**src/rtl/tx_frame_arbiter_if.sv**
```systemverilog
// -----------------------------------------------------------------------------
// tx_frame_arbiter_if
// Result and UART-side signals of the TX frame arbiter, bundled for port use.
//
// Signals:
//   rf_data  / rf_vld   register-file read data and its one-cycle valid pulse
//   alu_data / alu_vld  ALU result (two bytes) and its one-cycle valid pulse
//   tx_busy             UART TX busy, already synchronized to the REF clock
//   tx_data  / tx_vld   byte and one-cycle valid toward the TX data synchronizer
//   arb_busy            a result is pending or a frame is in progress
//   drop_err            one-cycle pulse when an incoming result is discarded
//
// Modports:
//   slave   the arbiter itself
//   master  the controller/UART side driving results and busy
// -----------------------------------------------------------------------------
interface tx_frame_arbiter_if #(
    parameter int unsigned DATA_WIDTH = 8
);
    logic [DATA_WIDTH-1:0]   rf_data;
    logic                    rf_vld;
    logic [2*DATA_WIDTH-1:0] alu_data;
    logic                    alu_vld;
    logic                    tx_busy;
    logic [DATA_WIDTH-1:0]   tx_data;
    logic                    tx_vld;
    logic                    arb_busy;
    logic                    drop_err;

    modport slave (
        input  rf_data,
        input  rf_vld,
        input  alu_data,
        input  alu_vld,
        input  tx_busy,
        output tx_data,
        output tx_vld,
        output arb_busy,
        output drop_err
    );

    modport master (
        output rf_data,
        output rf_vld,
        output alu_data,
        output alu_vld,
        output tx_busy,
        input  tx_data,
        input  tx_vld,
        input  arb_busy,
        input  drop_err
    );
endinterface

```
**src/rtl/tx_frame_arbiter.sv**
```systemverilog
// -----------------------------------------------------------------------------
// tx_frame_arbiter
// Shares the single UART TX path between register-file read results (1 byte)
// and ALU results (2 bytes). Each requester has a one-entry holding register;
// pending results are granted round-robin, serialised LSB first into byte
// transfers and paced on the synchronized UART busy flag. A byte that is not
// acknowledged by busy within ACK_TIMEOUT cycles is re-issued.
//
// Optional build macro:
//   TX_FRAME_CHECKSUM_EN  append one XOR-of-data checksum byte to every frame
//
// Parameters:
//   DATA_WIDTH   width of one UART byte and of register-file data
//   ACK_TIMEOUT  cycles to wait for busy after issuing a byte (minimum 4)
//
// Ports:
//   CLK  REF-domain clock
//   RST  synchronous reset, active-high
//   bus  tx_frame_arbiter_if.slave (results in, bytes out, status)
// -----------------------------------------------------------------------------
module tx_frame_arbiter #(
    parameter int unsigned DATA_WIDTH  = 8,
    parameter int unsigned ACK_TIMEOUT = 64
) (
    input  logic              CLK,
    input  logic              RST,
    tx_frame_arbiter_if.slave bus
);

    localparam int unsigned DW    = DATA_WIDTH;
    localparam int unsigned CNT_W = (ACK_TIMEOUT > 2) ? $clog2(ACK_TIMEOUT) : 1;
    localparam int unsigned LEFT_W = 2;

`ifdef TX_FRAME_CHECKSUM_EN
    localparam int unsigned REST_BYTES = 2;
    localparam logic [LEFT_W-1:0] RF_LEFT  = 2'd1;
    localparam logic [LEFT_W-1:0] ALU_LEFT = 2'd2;
`else
    localparam int unsigned REST_BYTES = 1;
    localparam logic [LEFT_W-1:0] RF_LEFT  = 2'd0;
    localparam logic [LEFT_W-1:0] ALU_LEFT = 2'd1;
`endif

    localparam int unsigned REST_W = REST_BYTES * DW;

    localparam logic [1:0] ST_IDLE      = 2'd0;
    localparam logic [1:0] ST_ISSUE     = 2'd1;
    localparam logic [1:0] ST_WAIT_ACK  = 2'd2;
    localparam logic [1:0] ST_WAIT_DONE = 2'd3;

    localparam logic [CNT_W-1:0] CNT_LAST = CNT_W'(ACK_TIMEOUT - 1);

    // State and datapath registers
    logic [1:0]        state_q,    state_d;
    logic [DW-1:0]     rf_hold_q,  rf_hold_d;
    logic              rf_pend_q,  rf_pend_d;
    logic [2*DW-1:0]   alu_hold_q, alu_hold_d;
    logic              alu_pend_q, alu_pend_d;
    logic              ptr_q,      ptr_d;      // 0: RF favoured, 1: ALU favoured
    logic [REST_W-1:0] rest_q,     rest_d;     // bytes still to send, next in LSB
    logic [LEFT_W-1:0] left_q,     left_d;
    logic [CNT_W-1:0]  cnt_q,      cnt_d;
    logic [DW-1:0]     tx_data_q,  tx_data_d;
    logic              tx_vld_q,   tx_vld_d;
    logic              arb_busy_q, arb_busy_d;
    logic              drop_err_q, drop_err_d;

    logic              grant_rf;
    logic              grant_alu;
    logic [REST_W-1:0] rf_rest;
    logic [REST_W-1:0] alu_rest;

    // Trailing bytes loaded into the frame shift register at grant time
`ifdef TX_FRAME_CHECKSUM_EN
    assign rf_rest  = {DW'(0), rf_hold_q};
    assign alu_rest = {alu_hold_q[DW-1:0] ^ alu_hold_q[2*DW-1:DW], alu_hold_q[2*DW-1:DW]};
`else
    assign rf_rest  = '0;
    assign alu_rest = alu_hold_q[2*DW-1:DW];
`endif

    // State register and all registered outputs
    always_ff @(posedge CLK) begin
        if (RST) begin
            state_q    <= ST_IDLE;
            rf_hold_q  <= '0;
            rf_pend_q  <= 1'b0;
            alu_hold_q <= '0;
            alu_pend_q <= 1'b0;
            ptr_q      <= 1'b0;
            rest_q     <= '0;
            left_q     <= '0;
            cnt_q      <= '0;
            tx_data_q  <= '0;
            tx_vld_q   <= 1'b0;
            arb_busy_q <= 1'b0;
            drop_err_q <= 1'b0;
        end else begin
            state_q    <= state_d;
            rf_hold_q  <= rf_hold_d;
            rf_pend_q  <= rf_pend_d;
            alu_hold_q <= alu_hold_d;
            alu_pend_q <= alu_pend_d;
            ptr_q      <= ptr_d;
            rest_q     <= rest_d;
            left_q     <= left_d;
            cnt_q      <= cnt_d;
            tx_data_q  <= tx_data_d;
            tx_vld_q   <= tx_vld_d;
            arb_busy_q <= arb_busy_d;
            drop_err_q <= drop_err_d;
        end
    end

    // Next-state, arbitration, capture and output-next logic
    always_comb begin
        state_d    = state_q;
        rf_hold_d  = rf_hold_q;
        rf_pend_d  = rf_pend_q;
        alu_hold_d = alu_hold_q;
        alu_pend_d = alu_pend_q;
        ptr_d      = ptr_q;
        rest_d     = rest_q;
        left_d     = left_q;
        cnt_d      = cnt_q;
        tx_data_d  = tx_data_q;
        tx_vld_d   = 1'b0;
        arb_busy_d = 1'b0;
        drop_err_d = 1'b0;
        grant_rf   = 1'b0;
        grant_alu  = 1'b0;

        case (state_q)
            ST_IDLE: begin
                if (rf_pend_q && (!alu_pend_q || !ptr_q)) begin
                    grant_rf = 1'b1;
                end else if (alu_pend_q) begin
                    grant_alu = 1'b1;
                end
                // Pointer only moves when both sides actually contend
                if (rf_pend_q && alu_pend_q) begin
                    ptr_d = ~ptr_q;
                end
                if (grant_rf) begin
                    tx_data_d = rf_hold_q;
                    rest_d    = rf_rest;
                    left_d    = RF_LEFT;
                    cnt_d     = '0;
                    state_d   = ST_ISSUE;
                end else if (grant_alu) begin
                    tx_data_d = alu_hold_q[DW-1:0];
                    rest_d    = alu_rest;
                    left_d    = ALU_LEFT;
                    cnt_d     = '0;
                    state_d   = ST_ISSUE;
                end
            end

            ST_ISSUE: begin
                cnt_d   = '0;
                state_d = ST_WAIT_ACK;
            end

            ST_WAIT_ACK: begin
                if (bus.tx_busy) begin
                    state_d = ST_WAIT_DONE;
                end else if (cnt_q == CNT_LAST) begin
                    // No acknowledge: re-issue the byte still held in tx_data
                    cnt_d   = '0;
                    state_d = ST_ISSUE;
                end else begin
                    cnt_d = cnt_q + CNT_W'(1);
                end
            end

            ST_WAIT_DONE: begin
                if (!bus.tx_busy) begin
                    if (left_q != '0) begin
                        tx_data_d = rest_q[DW-1:0];
                        rest_d    = rest_q >> DW;
                        left_d    = left_q - LEFT_W'(1);
                        cnt_d     = '0;
                        state_d   = ST_ISSUE;
                    end else begin
                        state_d = ST_IDLE;
                    end
                end
            end

            default: begin
                state_d = ST_IDLE;
            end
        endcase

        // A grant frees its holder in the same cycle, so a coincident vld is kept
        if (grant_rf) begin
            rf_pend_d = 1'b0;
        end
        if (bus.rf_vld) begin
            if (!rf_pend_q || grant_rf) begin
                rf_hold_d = bus.rf_data;
                rf_pend_d = 1'b1;
            end else begin
                drop_err_d = 1'b1;
            end
        end

        if (grant_alu) begin
            alu_pend_d = 1'b0;
        end
        if (bus.alu_vld) begin
            if (!alu_pend_q || grant_alu) begin
                alu_hold_d = bus.alu_data;
                alu_pend_d = 1'b1;
            end else begin
                drop_err_d = 1'b1;
            end
        end

        tx_vld_d   = (state_d == ST_ISSUE);
        arb_busy_d = rf_pend_d | alu_pend_d | (state_d != ST_IDLE);
    end

    assign bus.tx_data  = tx_data_q;
    assign bus.tx_vld   = tx_vld_q;
    assign bus.arb_busy = arb_busy_q;
    assign bus.drop_err = drop_err_q;

endmodule

```
**src/flat_wrapper.sv**
```systemverilog
// flat-port wrapper written by rule: the top's interface ports become plain ports
module tx_frame_arbiter_flat 
#(
    parameter int unsigned DATA_WIDTH  = 8,
    parameter int unsigned ACK_TIMEOUT = 64
)
  (CLK, RST, bus_rf_data, bus_rf_vld, bus_alu_data, bus_alu_vld, bus_tx_busy, bus_tx_data, bus_tx_vld, bus_arb_busy, bus_drop_err);
  tx_frame_arbiter_if #(.DATA_WIDTH(DATA_WIDTH)) bus_i ();
  input  logic CLK;
  input  logic RST;
  input wire logic [$bits(bus_i.rf_data)-1:0] bus_rf_data;
  input wire logic [$bits(bus_i.rf_vld)-1:0] bus_rf_vld;
  input wire logic [$bits(bus_i.alu_data)-1:0] bus_alu_data;
  input wire logic [$bits(bus_i.alu_vld)-1:0] bus_alu_vld;
  input wire logic [$bits(bus_i.tx_busy)-1:0] bus_tx_busy;
  output wire logic [$bits(bus_i.tx_data)-1:0] bus_tx_data;
  output wire logic [$bits(bus_i.tx_vld)-1:0] bus_tx_vld;
  output wire logic [$bits(bus_i.arb_busy)-1:0] bus_arb_busy;
  output wire logic [$bits(bus_i.drop_err)-1:0] bus_drop_err;
  assign bus_i.rf_data = bus_rf_data;
  assign bus_i.rf_vld = bus_rf_vld;
  assign bus_i.alu_data = bus_alu_data;
  assign bus_i.alu_vld = bus_alu_vld;
  assign bus_i.tx_busy = bus_tx_busy;
  assign bus_tx_data = bus_i.tx_data;
  assign bus_tx_vld = bus_i.tx_vld;
  assign bus_arb_busy = bus_i.arb_busy;
  assign bus_drop_err = bus_i.drop_err;
  tx_frame_arbiter #(.DATA_WIDTH(DATA_WIDTH), .ACK_TIMEOUT(ACK_TIMEOUT)) u_core (.CLK(CLK), .RST(RST), .bus(bus_i));
endmodule
```
**config.mk**
```make
export PLATFORM = sky130hd
export DESIGN_NAME = tx_frame_arbiter_flat
export DESIGN_NICKNAME = d
export VERILOG_FILES = /design/src/rtl/tx_frame_arbiter_if.sv /design/src/rtl/tx_frame_arbiter.sv /design/src/flat_wrapper.sv
export SDC_FILE = /design/constraint.sdc
export NUM_CORES = 1
export LEC_CHECK = 0
export CAP_MARGIN = 40
export CORE_ASPECT_RATIO = 2
export CORE_UTILIZATION = 30
export DETAILED_ROUTE_END_ITERATION = 7
export DONT_BUFFER_PORTS = 1
export GPL_TIMING_DRIVEN = 0
export HOLD_SLACK_MARGIN = 0.03
export MAX_ROUTING_LAYER = met4
export PLACE_DENSITY = 0.52
export SLEW_MARGIN = 10
export SYNTH_ARGS = -nofsm -noshare
export SYNTH_HDL_FRONTEND = slang
export SYNTH_SLANG_ARGS = --single-unit
```
**constraint.sdc**
```tcl
create_clock -name CLK -period 4.5 [get_ports CLK]
set_input_delay 0.225 -clock CLK [delete_from_list [all_inputs] [get_ports CLK]]
set_output_delay 0.225 -clock CLK [all_outputs]
set_load 0.005 [all_outputs]
```
==> results.json, run 1 <==
{
  "p_sw_frac": 0.280,
  "crit_fanout": 10,
  "status": "finished, final reports clean",
  "synth.avg_cell_area_um2": 8.66,
  "seq_area_um2": 1120,
  "fin_tns_setup_ns": 0,
  "cts_tree": "yes",
  "final_net_count": 318,
  "arrival_ns": 2.04,
  "syn_nets": 311,
  "antenna_found_initial": 0,
  "power_w": 0.00110,
  "drive_gt1_frac": 0.0972,
  "grt_max_degree": 19,
  "dp_hpwl_mm": 4.99,
  "reg2reg_from": "u_core.left_q[0]",
  "synthArstFlopShare": 0,
  "io_buffers": 0,
  "cts-root-buf": "clkbuf_16",
  "htreeDepth": 2,
  "syn_to_final_growth_pct": 11.0,
  "yosys_warnings": 0,
  "first_pass_iters": 4,
  "n_fill_cell": 852,
  "rows": 46,
  "vdd_drop_max_mv": 0.237,
  "ys_types": 42,
  "powerDensity_nw_per_um2": 409,
  "r2r_slack_ns": 2.70,
  "via_per_inst": 5.18,
  "synthCells": 280,
  "start_util": 0.308,
  "place_area_um2": 2540,
  "drv_slew": 0,
  "max_slew_margin": 0.482,
  "cts_buffer_depth": 2,
  "worst_slew_pin_slew_ns": 0.777,
  "cp-start-kind": "flop",
  "worst_hold_startpoint": "bus_alu_data[10]",
  "path_clk_slew_ns": 0.07,
  "pwr-share-seq": 0.494,
  "ioPinCount": 40,
  "critical_path.endpoint_type": "flop",
  "syn-cell-area_um2": 2420,
  "clock_latency_ns": 0.30,
  "hold_buffers": 0,
  "r2r_end": "u_core.bus.tx_data[0]",
  "power.switching_w": 0.000309,
  "cap_violations": 0,
  "crit_start": "u_core.left_q[0]",
  "wirelength_mm": 6.34,
  "min_to": "u_core.alu_hold_q[10]",
  "setup_violations": 0,
  "finalWorstPathRequiredPeriod_ns": 1.80,
  "cts_buffers": 5,
  "gp_congestion": 0.851,
  "yosysTopAreaCell": "dfxtp_1",
  "comb_power_share": 0.148,
  "grt_pass1_vias": 2041,
  "r2r_cells": 7,
  "cts.repair.resized": 0,
  "synth_edf_count": 0,
  "synth.area.top_cells": "dfxtp_1 46%, a21oi_1 7.0%, mux2i_1 6.6%",
  "leakagePower_nw": 0.951,
  "vias": 1991,
  "crit_type": "reg2reg",
  "final_area_um2": 2690,
  "drt-initial-drc-count": 37,
  "hp-class": "in2reg",
  "skew_ns": 0.00680,
  "dieHeight_um": 129,
  "fin_cells": 384,
  "multi_input_area_um2": 1180,
  "overflow": 0,
  "synth-seq-cells": 56,
  "whs_path_depth": 2,
  "die_x_um": 65.6,
  "synthFlopType": "dfxtp_1",
  "cp.required_ns": 4.74,
  "grtUsageTotal": 0.171,
  "cts_setup_buffers": 0,
  "wire_per_inst_um": 16.5,
  "synth_top_area_frac": 0.462,
  "internal_power_w": 0.000792,
  "rsz0062_at_grt": "no",
  "ys_seq_area_frac": 0.462,
  "core-area_um2": 7890,
  "hold_viol": 0,
  "power_frac_clock": 0.358,
  "num_antenna_cells": 0,
  "dp.cells": 376,
  "max_freq_ghz": 0.555,
  "drc": 0,
  "cts_sinks": 56,
  "fin_crit_sh": 0.400,
  "ant_nets": 0,
  "grt_pass1_wl_mm": 10.3,
  "dieArea_um2": 8470
}
-- power by group through the flow --
| stage | Clock, W | Sequential, W | Combinational (W) |
|---|---|---|---|
| 3_5_place_dp | 0 | 0.000556 | 0.000165 |
| 4_1_cts | 0.000405 | 0.000545 | 0.000166 |
| 3_3_place_gp | 0 | 0.000556 | 0.000162 |
| 5_1_grt | 0.000424 | 0.000548 | 0.000184 |
| 2_1_floorplan | 0 | 0.000550 | 0.000125 |
| 6_report | 0.000394 | 0.000544 | 0.000163 |
-- registers in the layout, summed over array words and instances, names as in the netlist, 2 cells and up --
register,flops
u_core.alu_hold_q,16
u_core.state_q,2
u_core.rf_hold_q,8
u_core.cnt_q,6
u_core.rest_q,8
u_core.left_q,2
u_core.bus.tx_data,8
-- worst max-delay path by stage --
stage / end / slack (ns) / cells after the start
final: u_core.bus.tx_data[0] / 2.70 / 7
after global routing: u_core.bus.tx_data[0] / 2.49 / 7
after CTS: u_core.bus.tx_data[0] / 2.67 / 7
after detailed placement: u_core.bus.tx_data[0] / 2.69 / 7
after global placement: u_core.bus.tx_data[5] / 2.74 / 5
after floorplan: u_core.cnt_q[5] / 2.88 / 6
-- cell families (layout without fill, tap and decap cells) --
kind of cell,Yosys count,after routing,synth area share
multiplexers,16,16,0.0660
AO/OA/AOI/OAI,95,95,0.242
AND/OR/NAND/NOR,80,80,0.156
buffers and inverters,28,36,0.0526
XOR/XNOR,3,3,0.0108
flip-flops,56,56,0.462
adder cells (fa/ha/maj),2,2,0.0103
-- critical path, cell delays in order (launching register included) --
cell and delay, ns:
dfxtp_1 0.33, inv_1 0.06, ha_1 0.23, nor3b_1 0.33, a2bb2oi_2 0.20, buf_4 0.22
a211oi_1 0.25, a31o_1 0.13
-- synthesized netlist by cell type (2+ instances only) --
library cell,count
o21ai_2,2
nand3_1,27
clkbuf_1,10
buf_2,6
a21o_1,2
o21ai_1,2
dfxtp_1,56
o21ai_0,25
xnor2_1,3
or4_1,2
a31o_2,6
o31ai_1,2
mux2i_1,16
nor2_1,23
a211oi_1,11
a21oi_1,34
o21a_1,2
ha_1,2
buf_4,2
or3_1,2
inv_1,7
a31o_1,2
nand2_1,17
-- layer usage --
| metal | GRT usage | wire length (µm) | up-vias |
|---|---|---|---|
| li1 | - | - | 1022 |
| met1 | 0.152 | 2350 | 940 |
| met2 | 0.337 | 3710 | 24 |
| met3 | 0.0361 | 171 | 5 |
| met4 | 0.0639 | 109 | 0 |
| met5 | - | 0 | - |
-- metrics by stage --
step | setup WS (ns) | hold slack (ns) | util
final | 2.70 | 0.0671 | 0.341
after global routing | 2.49 | 0.0662 | 0.341
after CTS | 2.67 | 0.0608 | 0.341
after detailed placement | 2.69 | 0.379 | 0.323
after global placement | 2.74 | 0.376 | 0.323
after floorplan | 2.88 | 0.356 | -
-- layout by cell type, fill, tap and decap left out, types with 3 or more instances in the layout --
| cell | count |
|---|---|
| dfxtp_1 | 56 |
| a21oi_1 | 34 |
| nand3_1 | 27 |
| clkbuf_1 | 10 |
| a211oi_1 | 11 |
| a31o_2 | 6 |
| clkbuf_16 | 5 |
| nor2_1 | 23 |
| mux2i_1 | 16 |
| nand2_1 | 17 |
| o21ai_0 | 25 |
| inv_1 | 7 |
| buf_2 | 6 |
| xnor2_1 | 3 |
-- area by class of cell --
class | count | share of cell area
tap | 96 | 0.0446
clock buffer | 5 | 0.0465
clock inverter | 3 | 0.00836
inverter | 9 | 0.0125
sequential | 56 | 0.416
multi-input combinational | 196 | 0.437
buffer | 19 | 0.0349
Note: power is estimated with default switching activity, not from simulation.
==> run 2, diff against run 1 <==
--- a/config.mk
+++ b/config.mk
@@ -5,6 +5,7 @@
 export SDC_FILE = /design/constraint.sdc
 export NUM_CORES = 1
 export LEC_CHECK = 0
+export ABC_AREA = 1
 export CAP_MARGIN = 40
 export CORE_ASPECT_RATIO = 2
 export CORE_UTILIZATION = 30
@@ -13,7 +14,7 @@
 export GPL_TIMING_DRIVEN = 0
 export HOLD_SLACK_MARGIN = 0.03
 export MAX_ROUTING_LAYER = met4
-export PLACE_DENSITY = 0.52
+export PLACE_DENSITY = 0.53
 export SLEW_MARGIN = 10
 export SYNTH_ARGS = -nofsm -noshare
 export SYNTH_HDL_FRONTEND = slang
==> constraint.sdc (replaced) <==
create_clock -name CLK -period 1.6 [get_ports CLK]
set_input_delay 0.08 -clock CLK [delete_from_list [all_inputs] [get_ports CLK]]
set_output_delay 0.08 -clock CLK [all_outputs]
set_load 0.005 [all_outputs]
==> run 2 against run 1 <==
Effect of this change:
- the flow now finishes with violations (setup timing)
- non-clock buffer count increased by 19
- worst hold slack got worse by 0.033 ns
- largest cell class is now registers
- clock power increased to 3.2 times the previous value
- final cell count increased by 19%
- first-iteration DRC count increased to 3.3 times the previous value
- highest routed layer unchanged
- via count increased by 9.9%
- largest power group unchanged
==> results.json, run 2 <==
{
  "crit_type": "reg2reg",
  "cts_sinks": 56,
  "ys_types": 29,
  "wirelength_mm": 6.31,
  "finalWorstPathRequiredPeriod_ns": 1.62,
  "utilization": 0.381,
  "final_common_cell": "nor2_1",
  "max_flop_register": "u_core.alu_hold_q",
  "rows": 46,
  "multi_input_area_um2": 1100,
  "cp.required_ns": 1.84,
  "ys_top_cells_by_count": "70 x nor2_1, 56 x dfxtp_1, 40 x o21ai_0",
  "synthFlopType": "dfxtp_1",
  "max_slew_margin": 0.618,
  "drive_gt1_frac": 0.108,
  "hp-class": "in2reg",
  "routed.top_layer": "met4",
  "grtUsageTotal": 0.169,
  "antenna_found_initial": 0,
  "wl_met1_mm": 2.35,
  "largest_reg_flops": 16,
  "ys_seq_area_frac": 0.459,
  "synthArstFlopShare": 0,
  "synth.area.mux_share": 0,
  "wl_met3_um": 192,
  "status": "finished, violations left",
  "grt_pass1_wl_mm": 10.4,
  "fin_tns_setup_ns": -0.0191,
  "max_freq_ghz": 0.618,
  "grt_pass1_vias": 2184,
  "synth.area.top_cells": "dfxtp_1 46%, nor2_1 11%, o21ai_0 8.2%",
  "drc": 0,
  "arrival_ns": 1.86,
  "rsz0062_at_grt": "yes",
  "die_x_um": 65.8,
  "n_fill_cell": 850,
  "power_w": 0.00354,
  "yosys_warnings": 0,
  "final_net_count": 392,
  "final_area_um2": 3000,
  "syn_nets": 359,
  "skew_ns": 0.00689,
  "dp_hpwl_mm": 4.71,
  "num_antenna_cells": 0,
  "critical_path.endpoint_type": "flop",
  "first_pass_iters": 4,
  "overflow": 0,
  "synthSimpleGateAreaFrac": 0.237,
  "violations": "setup timing",
  "hold_viol": 0,
  "setup_violations": 1,
  "cap_violations": 0,
  "syn-cell-area_um2": 2440,
  "synthAdderAreaFrac": 0.0103,
  "final_critical_path_setup_slack_ns": -0.0191,
  "htreeDepth": 2,
  "wl_met2_mm": 3.56,
  "yosysTopAreaCell": "dfxtp_1",
  "cp-start-kind": "flop",
  "core-area_um2": 7890,
  "leakagePower_nw": 1.19,
  "dieArea_um2": 8520,
  "cts_buffer_depth": 2,
  "grt_max_degree": 18,
  "start_util": 0.309,
  "wire_per_inst_um": 13.8,
  "synth-seq-cells": 56,
  "crit_fanout": 10,
  "dieHeight_um": 130,
  "fin_crit_sh": 1.01,
  "cts_buffers": 5,
  "synth_top_family_by_area": "simple AND/OR/NAND/NOR gates",
  "mostFrequentLayoutCells": "69 x nor2_1, 52 x dfxtp_1, 39 x o21ai_0, 34 x inv_1, 34 x nand2_1",
  "io_buffers": 0,
  "gp_congestion": 0.787,
  "cts_tree": "yes",
  "drt-initial-drc-count": 121,
  "synthCells": 328,
  "powerDensity_nw_per_um2": 1180,
  "synth_xor_xnor_area_share": 0.0108,
  "ioPinCount": 40,
  "seq_area_um2": 1130,
  "vdd_drop_max_mv": 0.624,
  "clock_latency_ns": 0.30,
  "synth.avg_cell_area_um2": 7.44,
  "yosysMostFrequentCell": "nor2_1",
  "ant_nets": 0,
  "worst_slew_pin_slew_ns": 0.573,
  "r2r_slack_ns": -0.02,
  "synth_top_area_frac": 0.459,
  "via_per_inst": 4.78,
  "place_area_um2": 2560,
  "cts-root-buf": "clkbuf_16",
  "synth_compound_area_frac": 0.187,
  "vias": 2189,
  "syn_to_final_growth_pct": 23.1,
  "path_clk_slew_ns": 0.07,
  "drv_slew": 0,
  "synth_edf_count": 0
}
[run 2: cell types whose count changed in the layout (fill, tap and decap cells not counted), sizes merged, moves of 5 or more]
cell | previous run | this run
mux2i | 16 | 0
nor2 | 23 | 72
a31o | 8 | 0
nand2 | 17 | 39
dlygate4sd3 | 0 | 25
o21ai | 29 | 46
nand3 | 27 | 19
inv | 9 | 39
clkbuf | 15 | 10
[run 2: cell type report]
class	instances	share of cell area
tap	96	0.0400
clock inverter	2	0.0129
timing repair buffer	26	0.0858
clock buffer	6	0.0429
sequential	56	0.375
buffer	12	0.0258
multi-input combinational	221	0.366
inverter	39	0.0521
[run 2: final timing paths]
path	to	depth (start not counted)	from
worst max-delay path	u_core.bus.tx_data[6]	7	u_core.alu_pend_q
worst min-delay path	u_core.rf_hold_q[4]	2	bus_rf_data[4]
worst max register to register	u_core.bus.tx_data[6]	7	u_core.alu_pend_q
worst min register to register	u_core.ptr_q	1	u_core.ptr_q
[run 2: per-stage QoR]
stage	cells	hold WS (ns)	worst slack, ns
6_report	458	0.0344	-0.0191
5_1_grt	458	0.0637	-0.0740
4_1_cts	457	0.0526	-0.00582
3_5_place_dp	424	0.212	-0.107
3_3_place_gp	424	0.212	-0.126
2_1_floorplan	328	0.201	0.198
[run 2: critical path: stages (launching register included)]
cell      delay [ns]
dfxtp_1         0.38
nand2_1         0.12
nand2_4         0.15
buf_2           0.24
nor2_1          0.06
a211oi_1        0.39
nor2_1          0.12
nor2_1          0.10
[run 2: cells by family after synthesis]
logic type / after synthesis
and+or+nand+nor: 132
AOI/OAI and AO/OA: 84
DFF: 56
buffers and inverters: 51
xor gates and xnor gates: 3
adders and majority gates: 2
[run 2: power by group]
part	total [W]	switching [W]	leakage, nW	internal [W]
Sequential	0.00162	0.0000856	0.463	0.00153
Combinational	0.000663	0.000411	0.647	0.000252
Clock	0.00126	0.000518	0.0815	0.000746
[run 2: timing repair]
item,4_1_cts,5_1_grt
hold buffers,25,0
pin swaps,0,1
hold endpoints to repair,27,0
buffers inserted,0,1
gates resized for setup,3,6
setup endpoints to repair,2,16
[run 2: layer usage]
metal	vias up	track usage
met5	-	-
met4	0	0.0806
met3	11	0.0264
met2	39	0.313
met1	1013	0.165
li1	1126	-
